<file path="config.mk">
export PLATFORM = sky130hd
export DESIGN_NAME = icache_lookup_ctrl
export DESIGN_NICKNAME = d
export VERILOG_FILES = /design/src/rtl/icache_pkg.sv /design/src/rtl/icache_plru.sv /design/src/rtl/icache_lookup_ctrl.sv
export SDC_FILE = /design/constraint.sdc
export NUM_CORES = 2
export LEC_CHECK = 0
export CORE_AREA = 4 4 547 549
export CTS_CLUSTER_SIZE = 12
export DETAILED_ROUTE_END_ITERATION = 8
export DIE_AREA = 0 0 551 553
export PLACE_DENSITY_LB_ADDON = 0.3
export SYNTH_ARGS = -nofsm -noshare
export SYNTH_HDL_FRONTEND = slang
export SYNTH_SLANG_ARGS = --single-unit
</file>
<file path="constraint.sdc">
create_clock -name clka -period 5.75 [get_ports clka]
set_input_delay 1.15 -clock clka [delete_from_list [all_inputs] [get_ports clka]]
set_output_delay 1.15 -clock clka [all_outputs]
set_load 0.01 [all_outputs]
</file>
<file path="src/rtl/icache_pkg.sv">
// Shared types and constants for the I-cache lookup controller and its LRU array.
// Bank word layout per way: {data[255:0], tag[19:0], valid}.
package icache_pkg;
    localparam int ADDR_W      = 32;
    localparam int SETS        = 256;
    localparam int IDX_W       = 8;
    localparam int LINE_W      = 256;
    localparam int OFF_W       = 5;
    localparam int TAG_W       = 20;
    localparam int WAY_W       = LINE_W + TAG_W + 1;
    localparam int DOUT_W      = 2 * WAY_W;
    localparam int VALID_POS   = 0;
    localparam int TAG_LSB     = 1;
    localparam int DATA_LSB    = TAG_LSB + TAG_W;
    localparam int LINE_ADDR_W = ADDR_W - OFF_W;
    localparam int FLUSH_CTR_W = 9;

    typedef enum logic [2:0] {
        ST_FLUSH,
        ST_IDLE,
        ST_LOOKUP,
        ST_RESP,
        ST_MREQ,
        ST_MWAIT,
        ST_FILL
    } state_t;

    function automatic logic [WAY_W-1:0] way_field(input logic [DOUT_W-1:0] dout, input logic w);
        return w ? dout[DOUT_W-1:WAY_W] : dout[WAY_W-1:0];
    endfunction
endpackage

</file>
<file path="src/rtl/icache_plru.sv">
// One replacement bit per set; the stored bit names the way to evict next.
// Cleared by reset and at the end of every invalidate sweep.
module icache_plru
    import icache_pkg::*;
(
    input  logic             clka,
    input  logic             rstn,
    input  logic [IDX_W-1:0] rd_idx,
    output logic             rd_way,
    input  logic             upd_en,
    input  logic [IDX_W-1:0] upd_idx,
    input  logic             upd_way,
    input  logic             clr
);
    logic [SETS-1:0] lru_q, lru_d;

    always_comb begin
        lru_d = lru_q;
        if (clr) begin
            lru_d = '0;
        end else if (upd_en) begin
            lru_d[upd_idx] = upd_way;
        end
    end

    always_ff @(posedge clka or negedge rstn) begin
        if (!rstn) begin
            lru_q <= '0;
        end else begin
            lru_q <= lru_d;
        end
    end

    assign rd_way = lru_q[rd_idx];
endmodule

</file>
<file path="src/rtl/icache_lookup_ctrl.sv">
// Front-end controller for the 2-way, 256-set I-cache bank: lookup, single-beat refill,
// victim write and the full invalidate sweep.
//   state  | meaning
//   FLUSH  | writing zeros to every (set, way), one per cycle
//   IDLE   | ready for a fetch; issues the bank read on acceptance
//   LOOKUP | bank data back, compare tags
//   RESP   | hold line on resp_data until consumer accepts
//   MREQ   | refill request to memory
//   MWAIT  | waiting for the refill beat
//   FILL   | write victim way, update replacement bit
module icache_lookup_ctrl
    import icache_pkg::*;
(
    input  logic                clka,
    input  logic                rstn,
    input  logic                req_valid,
    output logic                req_ready,
    input  logic [ADDR_W-1:0]   req_addr,
    output logic                resp_valid,
    input  logic                resp_ready,
    output logic [LINE_W-1:0]   resp_data,
    output logic                mem_req_valid,
    input  logic                mem_req_ready,
    output logic [ADDR_W-1:0]   mem_req_addr,
    input  logic                mem_resp_valid,
    input  logic [LINE_W-1:0]   mem_resp_data,
    input  logic                flush,
    output logic                flush_busy,
    output logic                sram_ena,
    output logic                sram_wea,
    output logic                sram_wway,
    output logic [IDX_W-1:0]    sram_addr,
    output logic [WAY_W-1:0]    sram_din,
    input  logic [DOUT_W-1:0]   sram_dout
);
    state_t                   state_q, state_d;
    logic [FLUSH_CTR_W-1:0]   flush_ctr_q, flush_ctr_d;
    logic [LINE_ADDR_W-1:0]   line_q, line_d;
    logic [LINE_W-1:0]        data_q, data_d;
    logic [1:0]               vld_q, vld_d;
    logic                     flush_pend_q, flush_pend_d;

    logic [IDX_W-1:0]         idx;
    logic [TAG_W-1:0]         tag;
    logic [WAY_W-1:0]         way0, way1;
    logic                     hit0, hit1;
    logic                     lru_way, victim;
    logic                     lru_upd, lru_val, lru_clr;
    logic                     unused_off;

    assign unused_off = ^req_addr[OFF_W-1:0];

    assign idx  = line_q[IDX_W-1:0];
    assign tag  = {1'b0, line_q[LINE_ADDR_W-1:IDX_W]};
    assign way0 = way_field(sram_dout, 1'b0);
    assign way1 = way_field(sram_dout, 1'b1);
    assign hit0 = way0[VALID_POS] && (way0[DATA_LSB-1:TAG_LSB] == tag);
    assign hit1 = way1[VALID_POS] && (way1[DATA_LSB-1:TAG_LSB] == tag);

    // Prefer filling an empty way; fall back to the replacement bit only when both are live.
    assign victim = !vld_q[0] ? 1'b0 : (!vld_q[1] ? 1'b1 : lru_way);

    assign resp_data    = data_q;
    assign mem_req_addr = {line_q, {OFF_W{1'b0}}};

    icache_plru u_plru (
        .clka    (clka),
        .rstn    (rstn),
        .rd_idx  (idx),
        .rd_way  (lru_way),
        .upd_en  (lru_upd),
        .upd_idx (idx),
        .upd_way (lru_val),
        .clr     (lru_clr)
    );

    always_comb begin
        state_d       = state_q;
        flush_ctr_d   = flush_ctr_q;
        line_d        = line_q;
        data_d        = data_q;
        vld_d         = vld_q;
        flush_pend_d  = flush_pend_q | flush;
        req_ready     = 1'b0;
        resp_valid    = 1'b0;
        mem_req_valid = 1'b0;
        flush_busy    = 1'b0;
        sram_ena      = 1'b0;
        sram_wea      = 1'b0;
        sram_wway     = 1'b0;
        sram_addr     = idx;
        sram_din      = '0;
        lru_upd       = 1'b0;
        lru_val       = 1'b0;
        lru_clr       = 1'b0;

        case (state_q)
            ST_FLUSH: begin
                flush_busy  = 1'b1;
                sram_ena    = 1'b1;
                sram_wea    = 1'b1;
                sram_addr   = flush_ctr_q[FLUSH_CTR_W-1:1];
                sram_wway   = flush_ctr_q[0];
                flush_ctr_d = flush_ctr_q + 9'd1;
                if (&flush_ctr_q) begin
                    state_d = ST_IDLE;
                    lru_clr = 1'b1;
                end
            end
            ST_IDLE: begin
                // A pending invalidate wins over a waiting fetch.
                if (flush_pend_q) begin
                    state_d      = ST_FLUSH;
                    flush_ctr_d  = '0;
                    flush_pend_d = flush;
                end else begin
                    req_ready = 1'b1;
                    if (req_valid) begin
                        sram_ena  = 1'b1;
                        sram_addr = req_addr[IDX_W+OFF_W-1:OFF_W];
                        line_d    = req_addr[ADDR_W-1:OFF_W];
                        state_d   = ST_LOOKUP;
                    end
                end
            end
            ST_LOOKUP: begin
                vld_d = {way1[VALID_POS], way0[VALID_POS]};
                if (hit0 || hit1) begin
                    data_d  = hit0 ? way0[WAY_W-1:DATA_LSB] : way1[WAY_W-1:DATA_LSB];
                    lru_upd = 1'b1;
                    lru_val = hit0;
                    state_d = ST_RESP;
                end else begin
                    state_d = ST_MREQ;
                end
            end
            ST_RESP: begin
                resp_valid = 1'b1;
                if (resp_ready) begin
                    state_d = ST_IDLE;
                end
            end
            ST_MREQ: begin
                mem_req_valid = 1'b1;
                if (mem_req_ready) begin
                    state_d = ST_MWAIT;
                end
            end
            ST_MWAIT: begin
                if (mem_resp_valid) begin
                    data_d  = mem_resp_data;
                    state_d = ST_FILL;
                end
            end
            ST_FILL: begin
                sram_ena  = 1'b1;
                sram_wea  = 1'b1;
                sram_wway = victim;
                sram_din  = {data_q, tag, 1'b1};
                lru_upd   = 1'b1;
                lru_val   = ~victim;
                state_d   = ST_RESP;
            end
            default: begin
                state_d     = ST_FLUSH;
                flush_ctr_d = '0;
            end
        endcase
    end

    always_ff @(posedge clka or negedge rstn) begin
        if (!rstn) begin
            state_q      <= ST_FLUSH;
            flush_ctr_q  <= '0;
            line_q       <= '0;
            data_q       <= '0;
            vld_q        <= '0;
            flush_pend_q <= 1'b0;
        end else begin
            state_q      <= state_d;
            flush_ctr_q  <= flush_ctr_d;
            line_q       <= line_d;
            data_q       <= data_d;
            vld_q        <= vld_d;
            flush_pend_q <= flush_pend_d;
        end
    end
endmodule
</file>
==> summary by stage <==
Cells and area
In the final layout, the share of cells above drive strength 1 is 7.89%. The area growth from synthesis to layout is 67.6%. The final design utilization is 19.0%. The final standard cell area without fillers is 0.0559 mm2.

The total area of sequential cells is 0.0139 mm2. The multi-input combinational cell area is 0.0176 mm2. The net count of the finished layout is 6,176.

The filler cells instantiated in the layout total around 33,000. Once layout is complete, the cells apart from fillers number roughly 9,500.

Clocking
The hold-fix buffer count after cts is 0. At the later pin of the worst-skew pair, clock insertion delay measures 0.72 ns. The number of gates resized after cts is 0. The clock net sink count is 554. The level count of the clock H-tree is 3. The longest clock path from root to sink contains 3 buffers. The clock tree from TritonCTS is done. Clock tree synthesis inserted a total of 78 buffers. In this run the post-CTS setup repair buffer count came out at 0. The clock root buffer master is sky130_fd_sc_hd__clkbuf_16. The post-CTS clock slew at the launch and capture registers of the worst setup and hold paths is roughly 0.050 ns.

Worst setup path
The cell at the slowest stage of the critical path is sky130_fd_sc_hd__dfrtp_4. The number of cells on the worst reg-to-reg path is 8. The data arrival time of the critical path is 4.42 ns. The most critical setup path has its startpoint at line_q[0]$_DFFE_PN0P_.

The reg-to-reg startpoint is line_q[0]$_DFFE_PN0P_. By startpoint and endpoint, the worst setup path is classified as reg2out. The worst stage delay on the critical path is 1.13 ns.

The worst register-to-register path ends at u_plru.lru_q[222]$_DFFE_PN0P_. STA classifies the critical path endpoint as an output pin. STA puts the critical path data required time at 4.60 ns.

The largest fanout on the critical path is 49. Traced cell by cell, the critical path runs through mux4_2 > o41ai_1 > or4_1 > o211ai_1 > nor2_1 > nand2_1 > a32o_1 > buf_12. The setup slack of the worst register-to-register path is between 1 and 1.5 ns. STA classifies the critical path startpoint as a flip-flop.

Synth
The number of synthesized flops with an enable pin is 0. Counting every instance in the synthesized netlist gives 3,985. After synthesis, the cell types taking the most area are sky130_fd_sc_hd__dfrtp_1, sky130_fd_sc_hd__mux2i_1, sky130_fd_sc_hd__a21oi_1, sky130_fd_sc_hd__nand2_1, sky130_fd_sc_hd__o21ai_0. In this run the cell area of the synthesized design comes to roughly 0.033 mm2. The synthesized-area fraction occupied by ao, oa, aoi and oai cells is between 15 and 20%. The async set-reset flop share out of synthesis is 100%. Yosys printed 0 warnings. The main combinational cell family by area after synthesis is simple AND/OR/NAND/NOR gates. The prevailing post-synth register cell is sky130_fd_sc_hd__dfrtp_1.

In the post-synthesis netlist, the cell with the most instances is sky130_fd_sc_hd__nand2_1. Counting flops and latches in the post-synthesis netlist gives 554. Counting distinct cell types in the post-synthesis netlist gives 63. Of the synthesized area, sequential elements account for 41.6%. Of the total synthesized cell area, the portion taken by AND, OR, NAND and NOR gates is a little under a quarter. The commonest cells after synthesis are sky130_fd_sc_hd__nand2_1, sky130_fd_sc_hd__dfrtp_1, sky130_fd_sc_hd__a21oi_1. The post-synthesis cell type with the largest combined area is sky130_fd_sc_hd__dfrtp_1. Of the post-synthesis cell area, the dominant cell type holds between 40% and 50%. Multiplexer cells account for between 10% and 20% of the synthesized area. The fraction of synthesized cell area in xor and xnor cells is less than 1%. The average cell area after synthesis is between 8 and 9 um2. The area share of fa/ha/maj cells after synthesis is 0.0751%.

Worst hold path
The worst hold endpoint is resp_data[10]$_DFFE_PN0P_. Counting instances, the worst hold path has a depth of 2. The path class of the tightest hold or removal check is reg2reg. The startpoint identified for the worst hold timing path is resp_data[10]$_DFFE_PN0P_.

Place
The placed instances occupy a cell area of 0.0528 mm2. During placement, the flow inserted port buffers numbering roughly 1,400. The last weighted congestion value of the routability-driven placer is 0.940.

The wire-length estimate of the detail-placed layout is 293 mm. The placed instance count is 9,164.

Drt
The average detailed-routed wire length per instance is 36.2 um. The length of the first detailed-routing pass in iterations is 8. The count of nets left with antenna violations after detail routing is 0. The average via count per standard cell is 4.09. The routed via count is 38,900. For this block, the routed nets add up to 344 mm of wire. The number of violations reported at the end of detailed-routing iteration 0 is 4,429.

The number of remaining DRC errors is 0.

STA
The transition time at the pin with the least slew margin is ~1.4 ns. The fraction of the cycle the final worst path needs is 96.8%. The final count of hold timing violations is 0. Timing would allow up to roughly 180 MHz. Counting I/O delays and the setup requirement, the final critical path takes 5.57 ns.

The final count of pins violating max slew is 0. Setup total negative slack on the finished layout was measured at 0 ns. Setup repair after global routing left no endpoint under its margin. The final setup violation count is 0. Between clock sinks in the finished design, the worst skew comes to 0.0607 ns. On the final layout, the worst hold slack is 0.506 ns.

In this run the tightest slew margin relative to its limit is approximately 6.7%.

Job
The count of maximum capacitance violations is 0.

GRT
Global routing used 21.7% of the available tracks. Entering global routing, the biggest net connects 129 pins. The global-route wire length before repair is ~430 mm. For this run the aggregate overflow at the end of global routing stands at 0. The number of global-route vias before repair is 37,400.

The initial antenna violation count is 328.

Power
The clock network is responsible for 24.3% of the overall power. The worst IR drop on VDD is 0.000254 V. The power density normalized to cell area is 372 mW/mm2. The switching share of total power is 44.7%.

Registers are responsible for 31.9% of the overall power. The total internal power is approximately 11 mW. The reported net switching power is ~9.3 mW. The analysis attributes to cell leakage a power of ~23 nW. The power share of the combinational group is around 44%.

Die
The floorplan step set the die height to 553 um. The floorplan step defined a core boundary enclosing 0.294 mm2. The die outline width is 551 um. The starting density of the core is 11.3%. The total I/O pin count is 1,429. The area enclosed by the die boundary is 0.305 mm2. The row count is between 150 and 200.

Status
The run finished with clean final reports.
worst max-delay path: cells and delay by family, from the launching register on:
family / cells / cell delay, ns
AOI/OAI and AO/OA: 3 / 1.14
DFF: 1 / 1.13
muxes: 1 / 0.62
and+or+nand+nor: 3 / 0.54
buffers and inverters: 1 / 0.18
routing by layer:
metal | track usage [%] | up-vias | share of wire, %
li1 | - | 16800 | -
met1 | 26.6 | 19000 | 41
met2 | 31.3 | 2276 | 41
met3 | 12.8 | 653 | 14
met4 | 6.87 | 170 | 3.8
met5 | 0 | - | 0.30
cell usage in the layout (no fill, tap or decap), types with 4 or more instances in the layout:
cell | synthesis | routed
sky130_fd_sc_hd__clkinv_2 | 0 | 12
sky130_fd_sc_hd__o21ai_0 | 416 | 416
sky130_fd_sc_hd__buf_12 | 11 | 45
sky130_fd_sc_hd__nand2b_1 | 12 | 12
sky130_fd_sc_hd__clkdlybuf4s50_1 | 0 | 1413
sky130_fd_sc_hd__and3_1 | 7 | 6
sky130_fd_sc_hd__nand2_1 | 612 | 612
sky130_fd_sc_hd__o22ai_1 | 7 | 7
sky130_fd_sc_hd__clkbuf_8 | 0 | 20
sky130_fd_sc_hd__clkbuf_16 | 0 | 78
sky130_fd_sc_hd__diode_2 | 0 | 200
sky130_fd_sc_hd__nand3_1 | 47 | 46
sky130_fd_sc_hd__nor4_1 | 7 | 7
sky130_fd_sc_hd__mux2_2 | 8 | 8
sky130_fd_sc_hd__mux4_2 | 54 | 54
sky130_fd_sc_hd__clkbuf_1 | 217 | 20
sky130_fd_sc_hd__a22o_1 | 5 | 5
sky130_fd_sc_hd__buf_4 | 30 | 172
sky130_fd_sc_hd__mux2i_1 | 274 | 274
sky130_fd_sc_hd__nand4b_1 | 10 | 10
sky130_fd_sc_hd__xor2_1 | 20 | 20
sky130_fd_sc_hd__dfrtp_1 | 554 | 550
sky130_fd_sc_hd__nand3b_1 | 4 | 4
sky130_fd_sc_hd__xnor2_1 | 18 | 18
sky130_fd_sc_hd__a21oi_1 | 517 | 517
sky130_fd_sc_hd__nor3_1 | 31 | 28
sky130_fd_sc_hd__nor2_1 | 413 | 413
sky130_fd_sc_hd__inv_1 | 8 | 7
sky130_fd_sc_hd__nor2b_1 | 12 | 12
sky130_fd_sc_hd__clkinv_16 | 0 | 4
sky130_fd_sc_hd__conb_1 | 1 | 6
sky130_fd_sc_hd__mux4_1 | 5 | 5
sky130_fd_sc_hd__nand4_1 | 240 | 240
sky130_fd_sc_hd__and2_1 | 278 | 277
sky130_fd_sc_hd__clkinvlp_4 | 0 | 6
metrics by stage:
step | worst slack, ns | total power, mW
after floorplan | 2.12 | 9.82
after global placement | 0.591 | 15.7
after detailed placement | 0.565 | 15.8
after CTS | 0.136 | 21.0
after global routing | 0.0326 | 21.8
final | 0.184 | 20.8
layout make-up:
cell class,instances,area share (%)
inverters,10,0.0806
repair buffers,1631,29.3
diodes,200,0.896
well taps,3919,8.77
flip-flops and latches,554,24.8
multi-input cells,3050,31.5
clock inverters,26,0.531
clock buffers,118,4.12
registers in the layout, summed over array words and instances, names as in the netlist:
name,count
flush_ctr_q,9
flush_pend_q,1
u_plru.lru_q,256
resp_data,256
line_q,27
state_q,3
vld_q,2
kinds of logic (layout without fill, tap and decap cells):
logic type / after synthesis / count (layout)
compound gates: 976 / 976
xor+xnor: 38 / 38
fa+ha+maj: 2 / 2
buf+inv: 386 / 1785
flops: 554 / 554
mux: 341 / 341
other cells: 1 / 206
simple gates: 1687 / 1687
power by group through the flow:
stage / registers, mW / clock network (mW) / logic (mW)
floorplan: 5.94 / 0 / 3.88
CTS: 6.67 / 5.23 / 9.11
global placement: 6.68 / 0 / 9.07
global route: 6.75 / 5.34 / 9.70
detailed placement: 6.71 / 0 / 9.07
finish: 6.64 / 5.06 / 9.11
worst max-delay path by stage:
stage	cells past startpoint	end	slack, ns
finish	8	sram_wway	0.18
global route	10	sram_wway	0.03
CTS	10	sram_wway	0.14
detailed placement	13	resp_data[225]$_DFFE_PN0P_	0.56
global placement	13	resp_data[225]$_DFFE_PN0P_	0.59
floorplan	12	sram_wway	2.12
Power figures use the tool's default switching activity.
